**src/rtl/ram_word_array_pkg.sv**
```systemverilog
// Shared definitions for the word-array data memory: word width and FSM state encoding.
package ram_word_array_pkg;
  localparam int WORD_W = 16;

  typedef enum logic [1:0] {
    ST_INIT = 2'd0,
    ST_IDLE = 2'd1,
    ST_RESP = 2'd2
  } state_t;
endpackage

```
**src/rtl/ram_word.sv**
```systemverilog
// One 16-bit storage cell: a plain register behind a load/hold mux, never reset
// so that only the clear sweep in the parent initialises it.
module ram_word
  import ram_word_array_pkg::*;
(
  input  logic              clk,
  input  logic              load,
  input  logic [WORD_W-1:0] d,
  output logic [WORD_W-1:0] q
);
  logic [WORD_W-1:0] q_reg;
  logic [WORD_W-1:0] q_next;

  always_comb q_next = load ? d : q_reg;

  always_ff @(posedge clk) q_reg <= q_next;

  assign q = q_reg;
endmodule

```
**src/rtl/ram_word_array.sv**
```systemverilog
// Word-addressable data memory with request/response handshakes and a
// post-reset clear sweep; all outputs come straight from flops.
module ram_word_array
  import ram_word_array_pkg::*;
#(
  parameter int DEPTH  = 8,
  parameter int ADDR_W = 8
) (
  input  logic              clk,
  input  logic              reset_n,
  input  logic              req_valid,
  output logic              req_ready,
  input  logic              req_we,
  input  logic [ADDR_W-1:0] req_addr,
  input  logic [WORD_W-1:0] req_wdata,
  output logic              rsp_valid,
  input  logic              rsp_ready,
  output logic [WORD_W-1:0] rsp_rdata,
  output logic              rsp_err,
  output logic              init_busy
);
  localparam logic [ADDR_W:0]   DEPTH_EXT = (ADDR_W + 1)'(DEPTH);
  localparam logic [ADDR_W-1:0] LAST_ADDR = ADDR_W'(DEPTH - 1);

  state_t            state_reg, state_next;
  logic [ADDR_W-1:0] init_cnt_reg, init_cnt_next;
  logic              req_ready_reg, req_ready_next;
  logic              rsp_valid_reg, rsp_valid_next;
  logic              init_busy_reg, init_busy_next;
  logic [WORD_W-1:0] rsp_rdata_reg, rsp_rdata_next;
  logic              rsp_err_reg, rsp_err_next;

  logic              accept;
  logic              addr_ok;
  logic [WORD_W-1:0] wr_data;
  logic [WORD_W-1:0] rd_word;
  logic [DEPTH-1:0]  load;
  logic [WORD_W-1:0] word_q [DEPTH];

  assign accept  = (state_reg == ST_IDLE) && req_valid;
  assign addr_ok = {1'b0, req_addr} < DEPTH_EXT;
  assign wr_data = (state_reg == ST_INIT) ? '0 : req_wdata;

  // Each cell loads either from the clear sweep or from an accepted in-range write.
  generate
    for (genvar gi = 0; gi < DEPTH; gi++) begin : g_word
      assign load[gi] = ((state_reg == ST_INIT) && (init_cnt_reg == ADDR_W'(gi))) ||
                        (accept && req_we && (req_addr == ADDR_W'(gi)));
      ram_word u_word (
        .clk  (clk),
        .load (load[gi]),
        .d    (wr_data),
        .q    (word_q[gi])
      );
    end
  endgenerate

  always_comb begin
    rd_word = '0;
    for (int i = 0; i < DEPTH; i++) begin
      if (req_addr == ADDR_W'(i)) rd_word = word_q[i];
    end
  end

  always_ff @(posedge clk or negedge reset_n) begin
    if (!reset_n) begin
      state_reg     <= ST_INIT;
      init_cnt_reg  <= '0;
      req_ready_reg <= 1'b0;
      rsp_valid_reg <= 1'b0;
      init_busy_reg <= 1'b1;
      rsp_rdata_reg <= '0;
      rsp_err_reg   <= 1'b0;
    end else begin
      state_reg     <= state_next;
      init_cnt_reg  <= init_cnt_next;
      req_ready_reg <= req_ready_next;
      rsp_valid_reg <= rsp_valid_next;
      init_busy_reg <= init_busy_next;
      rsp_rdata_reg <= rsp_rdata_next;
      rsp_err_reg   <= rsp_err_next;
    end
  end

  always_comb begin
    state_next    = state_reg;
    init_cnt_next = init_cnt_reg;
    case (state_reg)
      ST_INIT: begin
        if (init_cnt_reg == LAST_ADDR) state_next = ST_IDLE;
        else init_cnt_next = init_cnt_reg + 1'b1;
      end
      ST_IDLE: if (req_valid) state_next = ST_RESP;
      ST_RESP: if (rsp_ready) state_next = ST_IDLE;
      default: state_next = ST_INIT;
    endcase
  end

  // Handshake flags are decoded from the next state so they appear as flop outputs.
  always_comb begin
    req_ready_next = (state_next == ST_IDLE);
    rsp_valid_next = (state_next == ST_RESP);
    init_busy_next = (state_next == ST_INIT);
    rsp_rdata_next = rsp_rdata_reg;
    rsp_err_next   = rsp_err_reg;
    if (accept) begin
      rsp_err_next = !addr_ok;
      if (!addr_ok)    rsp_rdata_next = '0;
      else if (req_we) rsp_rdata_next = req_wdata;
      else             rsp_rdata_next = rd_word;
    end
  end

  assign req_ready = req_ready_reg;
  assign rsp_valid = rsp_valid_reg;
  assign init_busy = init_busy_reg;
  assign rsp_rdata = rsp_rdata_reg;
  assign rsp_err   = rsp_err_reg;
endmodule

```
**config.mk**
```make
export PLATFORM = sky130hd
export DESIGN_NAME = ram_word_array
export DESIGN_NICKNAME = d
export VERILOG_FILES = /design/src/rtl/ram_word_array_pkg.sv /design/src/rtl/ram_word.sv /design/src/rtl/ram_word_array.sv
export SDC_FILE = /design/constraint.sdc
export NUM_CORES = 1
export LEC_CHECK = 0
export BUFFER_PORTS_ARGS = -buffer_cell sky130_fd_sc_hd__buf_2
export CORE_MARGIN = 1
export CORE_UTILIZATION = 30
export DETAILED_ROUTE_END_ITERATION = 12
export PLACE_DENSITY = 0.5
export SYNTH_ARGS = -nofsm -noshare
export SYNTH_HDL_FRONTEND = slang
export SYNTH_HIERARCHICAL = 1
export SYNTH_SLANG_ARGS = --single-unit
```
**constraint.sdc**
```tcl
create_clock -name clk -period 2.7 [get_ports clk]
set_input_delay 0.54 -clock clk [delete_from_list [all_inputs] [get_ports clk]]
set_output_delay 0.54 -clock clk [all_outputs]
set_load 0.1 [all_outputs]
```
---- Word-level counts from Yosys, hierarchy flattened ----
Cells that the tools add are included.
storage, ports and cells
  logic and storage cells ................. 83
  bits in registers ....................... 158
  output and inout port bits .............. 20
operators by class
  muxes and demuxes ....................... 15
  reductions and logical operators ........ 32
  bitwise operators ....................... 1
  magnitude comparators ................... 1
  add/sub/neg operators ................... 1
  equal/unequal tests ..................... 18
operators by type and width
  cell                                                number
  two-way mux 16 bit                                  11
  == test 8 x 3 -> 1 bit, second input constant       8
  == test 8 x 2 -> 1 bit, second input constant       4
  logical AND 1 bit                                   18
  == test 8 x 1 -> 1 bit, second input constant       2
  zero test 8 bit                                     2
  adder 8 x 1 -> 8 bit, second input constant         1
  logical OR 1 bit                                    8
  < comparator 8 x 4 -> 1 bit, second input constant  1
  two-way mux 2 bit                                   3
  one-hot mux 2 bit (3 select lines)                  1
  == test 2 x 1 -> 1 bit, second input constant       2
  == test 2 bit, second input constant                2
  zero test 2 bit                                     2
  AND reduction 2 bit                                 1
  zero test 1 bit                                     1
  NOT 1 bit                                           1

---- Logic depth before layout (Yosys ltp) ----
Gate-level depths: netlist of run 1.
  depth after elaboration ................. 11
  depth in mapped cells ................... 8
  gate-level depth less buffers ........... 4

---- By module ----
The synthesis of run 1 kept the hierarchy.
by module, submodules not included
  module          cells an instance  instances  seq. area each (µm²)  area an instance (µm²)
  ram_word        16                 8          480.5                 480.5
  ram_word_array  381                1          752.0                 3060.4

---- Worst setup path after synthesis of run 1 ----
No wires, ideal clock.
  kind .................................... input to register
  start point ............................. input port req_addr[7]
  end point ............................... register g_word[6].u_word.q_reg[0], enable pin
  buffers on the path ..................... 0
  stages on the path ...................... 3
  setup slack ............................. 0.272 ns
  library setup time ...................... 0.375 ns
  data required time ...................... 2.325 ns
  arrival time ............................ 2.053 ns
  cell sequence ........................... or4_4 nor4_1 a32o_1
between the ends
  longest elaborated chain between the ends .. 3
ends and longest elaborated chain
  element                 RTL line              text
  start: declaration      ram_word_array.sv:14  input logic [ADDR_W-1:0] req_addr,
  == test 8 x 3 -> 1 bit  ram_word_array.sv:48  (accept && req_we && (req_addr == ADDR_W'(gi)));
  logical AND 1 bit       ram_word_array.sv:48
  logical OR 1 bit        ram_word_array.sv:47  assign load[gi] = ((state_reg == ST_INIT) && (init_cnt_reg == ADDR_W'(gi))) ||
  net load[6]             ram_word_array.sv:37  logic [DEPTH-1:0] load;
  end signal: assignment  ram_word.sv:16        always_ff @(posedge clk) q_reg <= q_next;
  end: declaration        ram_word.sv:11        logic [WORD_W-1:0] q_reg;
The timed path passes the listed nets, and every way through them passes these cells.
A chain may end at the register's enable or synchronous reset.

---- Worst setup path after layout of run 1 ----
  start point ............................. register state_reg[0]
  end point ............................... register g_word[3].u_word.q_reg[5], enable pin
between the ends
  longest elaborated chain between the ends .. 5
  elaborated cells between the ends (all ways) .. 7
ends and longest elaborated chain
  element                         RTL line              text
  start: declaration              ram_word_array.sv:25  state_t state_reg, state_next;
  start signal: assignment        ram_word_array.sv:75  state_reg <= state_next;
  == test 2 x 1 -> 1 bit          ram_word_array.sv:40  assign accept = (state_reg == ST_IDLE) && req_valid;
  logical AND 1 bit               ram_word_array.sv:40
  logical AND 1 bit (2 in a row)  ram_word_array.sv:48
  logical OR 1 bit *              ram_word_array.sv:47
  net load[3]                     ram_word_array.sv:37
  end signal: assignment          ram_word.sv:16
  end: declaration                ram_word.sv:11
The timed path passes the listed nets; every way through them passes the cells marked *.

==> reports/qor.yml, run 1 <==
final_layout:
  num_antenna_cells: 0
  final_cell_count_no_fill: 859
  mostFrequentLayoutCells: "128 x edfxtp_1, 52 x o21ai_0, 48 x buf_2, 30 x and3b_1, 29 x dfrtp_1"
  drive_gt1_frac: 0.188
  post-route-util: 0.359
  layout.nets: 594
  fillCellCount: 2186
  seq_area_mm2: 0.00460
  syn2layout_area_growth_pct: 17.3
  final_common_cell: "edfxtp_1"
  multiInputGateArea_mm2: 0.00205
  largest_reg_flops: 128
sta:
  fin_worst_skew_ns: 0.0107
  clock.fmax_mhz: 502
  setup_tns_ns: 0
  fin_crit_ns: 1.99
  rsz0062_at_grt: "false"
  setup_viol: 0
  tightest_slew_ns: 0.760
  drv_slew: 0
  hold_violations: 0
  final.period_utilization: 0.738
  max-slew-margin-rel: 0.493
flow_run:
  cap_violations: 0
outcome:
  status: "finished clean"
synth:
  synth_top_area_cell: "edfxtp_1"
  yosys.area_share.simple: 0.121
  muxShareOfSynthArea: 0.00797
  synth_compound_area_frac: 0.152
  synth_top_flop_cell: "edfxtp_1"
  synth_fp_nets: 542
  synth_area_leaders: "edfxtp_1 56%, dfrtp_1 11%, and3b_1 3.8%, o21ai_0 3.8%, a22o_1 2.4%"
  ys_seq_area_frac: 0.666
  ys_ff_latch: 158
  async_reset_ff_frac: 0.190
  syn_inst: 509
  synth_edf_count: 128
  ys_warn_count: 6
  ys_types: 42
  yosysTopAreaCellShare: 0.557
  synth_top_family_by_area: "compound AO/OA/AOI/OAI gates"
  netlist_area_mm2: 0.00690
  syn_avg_cell_area_um2: 13.6
  synth_xor_area_frac: 0.00888
  synth_fa_ha_area_frac: 0.00725
route:
  vias: 4357
  wl_mm: 16.6
  first_iter_violations: 262
  drc: 0
  antenna_left: 0
  via_per_inst: 5.07
  dr.pass1.iters: 5
  wl_per_cell_um: 19.4
floorplan:
  die_w_um: 154
  rows: 55
  start_util: 0.306
  die-area_mm2: 0.0236
  die_y_um: 154
  core_area_mm2: 0.0226
  io_pins: 49
worst_setup_path:
  crit_type: "register to register"
  cp_max_fo: 18
  r2r_start: "state_reg[0]"
  r2r_slack_ns: 0.71
  reg2reg_to: "g_word[3].u_word/q[5]"
  arrival_ns: 2.10
  crit_required_ns: 2.80
  rr_worst_depth: 5
  startpoint_type: "register"
  cp-end-kind: "register"
placement:
  port_buffers: 48
  dp_hpwl_mm: 11.4
  place_congestion: 0.766
  placed_cells: 827
power_and_ir_drop:
  ir_drop_mv: 0.466
  power_leakage_nw: 3.06
  power_density_mw_per_mm2: 907
clock_network:
  cts_buffer_depth: 2
  numCtsBuffers: 17
  root_buffer: "clkbuf_16"
  holdBufCountCts: 0
  clk_pin_slew_ns: 0.06
  cts_setup_buffers: 0
  htreeDepth: 4
  cts_tree: "built"
  cts_resized: 0
  cts_sinks: 158
  clk_latency_ns: 0.42
global_routing:
  grt_pass1_vias: 4483
  grt_overflow: 0
  grt_max_degree: 51
  antenna_found_initial: 0
  grt_pass1_wl_mm: 26.0
  grt_usage: 0.147
worst_hold_path:
  min_path_type: "primary input to async pin"
-- area by class of cell --
class	count	share of cell area
Tap cell	285	0.0440
Clock buffer	17	0.0525
Clock inverter	15	0.0209
Sequential cell	158	0.567
Timing Repair Buffer	73	0.0528
Multi-Input combinational cell	290	0.253
Inverter	21	0.00973
-- worst max-delay path, cell delays in order (launching register included) --
cell,delay (ns)
dfrtp_1,0.41
or2_2,0.48
nor3_1,0.23
buf_4,0.17
a32o_1,0.12
buf_4,0.26
-- stage by stage --
stage	hold slack [ns]	worst slack [ns]	total power, mW	instance area [um2]
floorplan	0.244	0.272	4.44	6900
global placement	0.471	0.382	4.97	7510
detailed placement	0.485	0.391	5.01	7510
CTS	0.183	0.674	7.42	8100
global route	0.223	0.543	7.65	8100
finish	0.171	0.706	7.35	8100
-- power by group --
part	switching (mW)	internal, mW
sequential	0.144	3.18
combinational	1.22	0.408
clock	0.953	1.45
-- how the worst max path moves through the flow --
| stage | from | to | slack (ns) | cells after the start |
|---|---|---|---|---|
| after detailed placement | req_addr[7] | g_word[5].u_word/q[2] | 0.39 | 5 |
| after global placement | req_addr[2] | rsp_rdata[4] | 0.38 | 6 |
| after CTS | state_reg[0] | g_word[2].u_word/q[0] | 0.67 | 5 |
| after global routing | state_reg[0] | g_word[3].u_word/q[3] | 0.54 | 5 |
| after floorplan | req_addr[7] | g_word[6].u_word/q[0] | 0.27 | 3 |
| final | state_reg[0] | g_word[3].u_word/q[5] | 0.71 | 5 |
-- kinds of logic after synthesis --
group | count (synthesis)
DFF | 158
AOI/OAI and AO/OA | 151
and+or+nand+nor | 125
buffers and inverters | 61
xor gates and xnor gates | 7
adders and majority gates | 4
muxes | 3
-- synth_stat cells (12+ instances only) --
cell type,n
and2_1,17
edfxtp_1,128
o21ai_1,12
o311a_1,15
inv_1,21
a22oi_1,15
clkbuf_1,28
and3b_1,30
o21ai_0,52
a211oi_1,15
nand3_1,18
a21boi_0,15
nor2b_1,16
a22o_1,19
nand2b_1,17
dfrtp_1,29
-- layer usage --
metal,vias up,part of all wire,wire length [um],track usage
met1,2192,0.47,7780,0.199
met3,14,0.046,768,0.0344
met5,-,0,0,0
met2,98,0.47,7900,0.234
met4,0,0.011,178,0.0438
li1,2053,-,-,-
Power figures use the tool's default switching activity.
==> run 2: changes to the inputs <==
clock period = 2 ns   (was 2.7 ns; I/O delays follow)
==> reports/qor.yml, run 2 (synthesized netlist as in run 1, its figures left out) <==
sta:
  drv_slew: 0
  rsz0062_at_grt: "false"
  max-slew-margin-rel: 0.467
  setup_viol: 0
  fin_worst_skew_ns: 0.00841
  hold_violations: 0
  clock.fmax_mhz: 526
  final.period_utilization: 0.951
  fin_crit_ns: 1.90
  tightest_slew_ns: 0.798
final_layout:
  mostFrequentLayoutCells: "128 x edfxtp_1, 52 x o21ai_0, 48 x buf_2, 30 x and3b_1, 29 x dfrtp_1"
  fillCellCount: 2139
  layout.nets: 600
  seq_area_mm2: 0.00460
  final_cell_count_no_fill: 864
  largest_reg_flops: 128
  multiInputGateArea_mm2: 0.00206
  syn2layout_area_growth_pct: 20.3
  drive_gt1_frac: 0.207
  num_antenna_cells: 0
  post-route-util: 0.368
  final_common_cell: "edfxtp_1"
worst_hold_path:
  min_path_type: "primary input to async pin"
worst_setup_path:
  rr_worst_depth: 6
  startpoint_type: "register"
  crit_required_ns: 2.13
  arrival_ns: 2.03
  cp-end-kind: "register"
  crit_type: "register to register"
  cp_max_fo: 16
flow_run:
  cap_violations: 0
route:
  first_iter_violations: 414
  wl_per_cell_um: 19.8
  drc: 0
  wl_mm: 17.1
  dr.pass1.iters: 4
  antenna_left: 0
  via_per_inst: 5.11
  vias: 4417
power_and_ir_drop:
  power_leakage_nw: 3.16
  finalPower_mw: 10.2
  ir_drop_mv: 0.578
  power_density_mw_per_mm2: 1230
global_routing:
  antenna_found_initial: 0
  grt_max_degree: 38
  grt_overflow: 0
  use_met3: 0.0279
  grt_usage: 0.150
  grt_use_met1: 0.203
  top_usage_layer: "met2"
  grt_util_met2: 0.240
  grt_pass1_wl_mm: 26.5
  grt_pass1_vias: 4453
clock_network:
  cts_resized: 0
  htreeDepth: 4
  cts_setup_buffers: 0
  holdBufCountCts: 0
  clk_latency_ns: 0.42
  cts_buffer_depth: 2
  root_buffer: "clkbuf_16"
  numCtsBuffers: 17
  clk_pin_slew_ns: 0.06
  cts_sinks: 158
  cts_tree: "built"
placement:
  port_buffers: 48
  dp_hpwl_mm: 12.0
  placed_cells: 833
  place_congestion: 0.799
floorplan:
  die_w_um: 154
  start_util: 0.306
  io_pins: 49
  die-area_mm2: 0.0236
  rows: 55
  die_y_um: 154
  core_area_mm2: 0.0226
outcome:
  status: "finished clean"
run 2: layer usage:
layer | vias up | wire (um)
met5 | - | 0
met4 | 0 | 316
met3 | 22 | 599
met1 | 2241 | 8210
li1 | 2068 | -
met2 | 86 | 7970
run 2: cell type report:
class / instances / area share
Tap cell: 285 / 0.0429
Multi-Input combinational cell: 290 / 0.248
Sequential cell: 158 / 0.553
Clock buffer: 18 / 0.0517
Inverter: 21 / 0.00949
Timing Repair Buffer: 79 / 0.0720
Clock inverter: 13 / 0.0224
run 2: critical path, cell delays in order, from the launching register on:
cell	delay, ns
dfrtp_1	0.41
nor3_1	0.27
nand2_1	0.13
nor3_1	0.27
buf_4	0.20
a22o_2	0.17
buf_12	0.15
run 2: stage by stage:
step	setup WS, ns	hold slack (ns)	cell area [um2]	setup TNS [ns]
floorplan	-0.114	0.104	6920	-5.46
global placement	-0.0912	0.472	7690	-7.61
detailed placement	-0.0687	0.472	7690	-6.73
CTS	0.100	0.0533	8310	0
global route	0.0142	0.0891	8310	0
finish	0.0986	0.0446	8310	0
run 2: worst paths after layout:
path                                       from                     end  slack [ns]
worst max-delay path            init_cnt_reg[5]  g_word[2].u_word/q[12]         0.1
worst min-delay path                    reset_n            rsp_rdata[9]        0.04
worst max register to register  init_cnt_reg[5]  g_word[2].u_word/q[12]         0.1
worst min register to register  init_cnt_reg[4]         init_cnt_reg[4]        0.49
max in group asynchronous               reset_n         init_cnt_reg[6]        1.48
min in group clk                      rsp_ready               rsp_valid        0.22
run 2: power by group:
group | internal, mW | leakage [nW] | total [mW] | switching, mW
clock | 2.09 | 0.300 | 3.40 | 1.30
sequential | 4.29 | 1.58 | 4.49 | 0.200
combinational | 0.657 | 1.28 | 2.33 | 1.68
total | 7.04 | 3.16 | 10.2 | 3.18
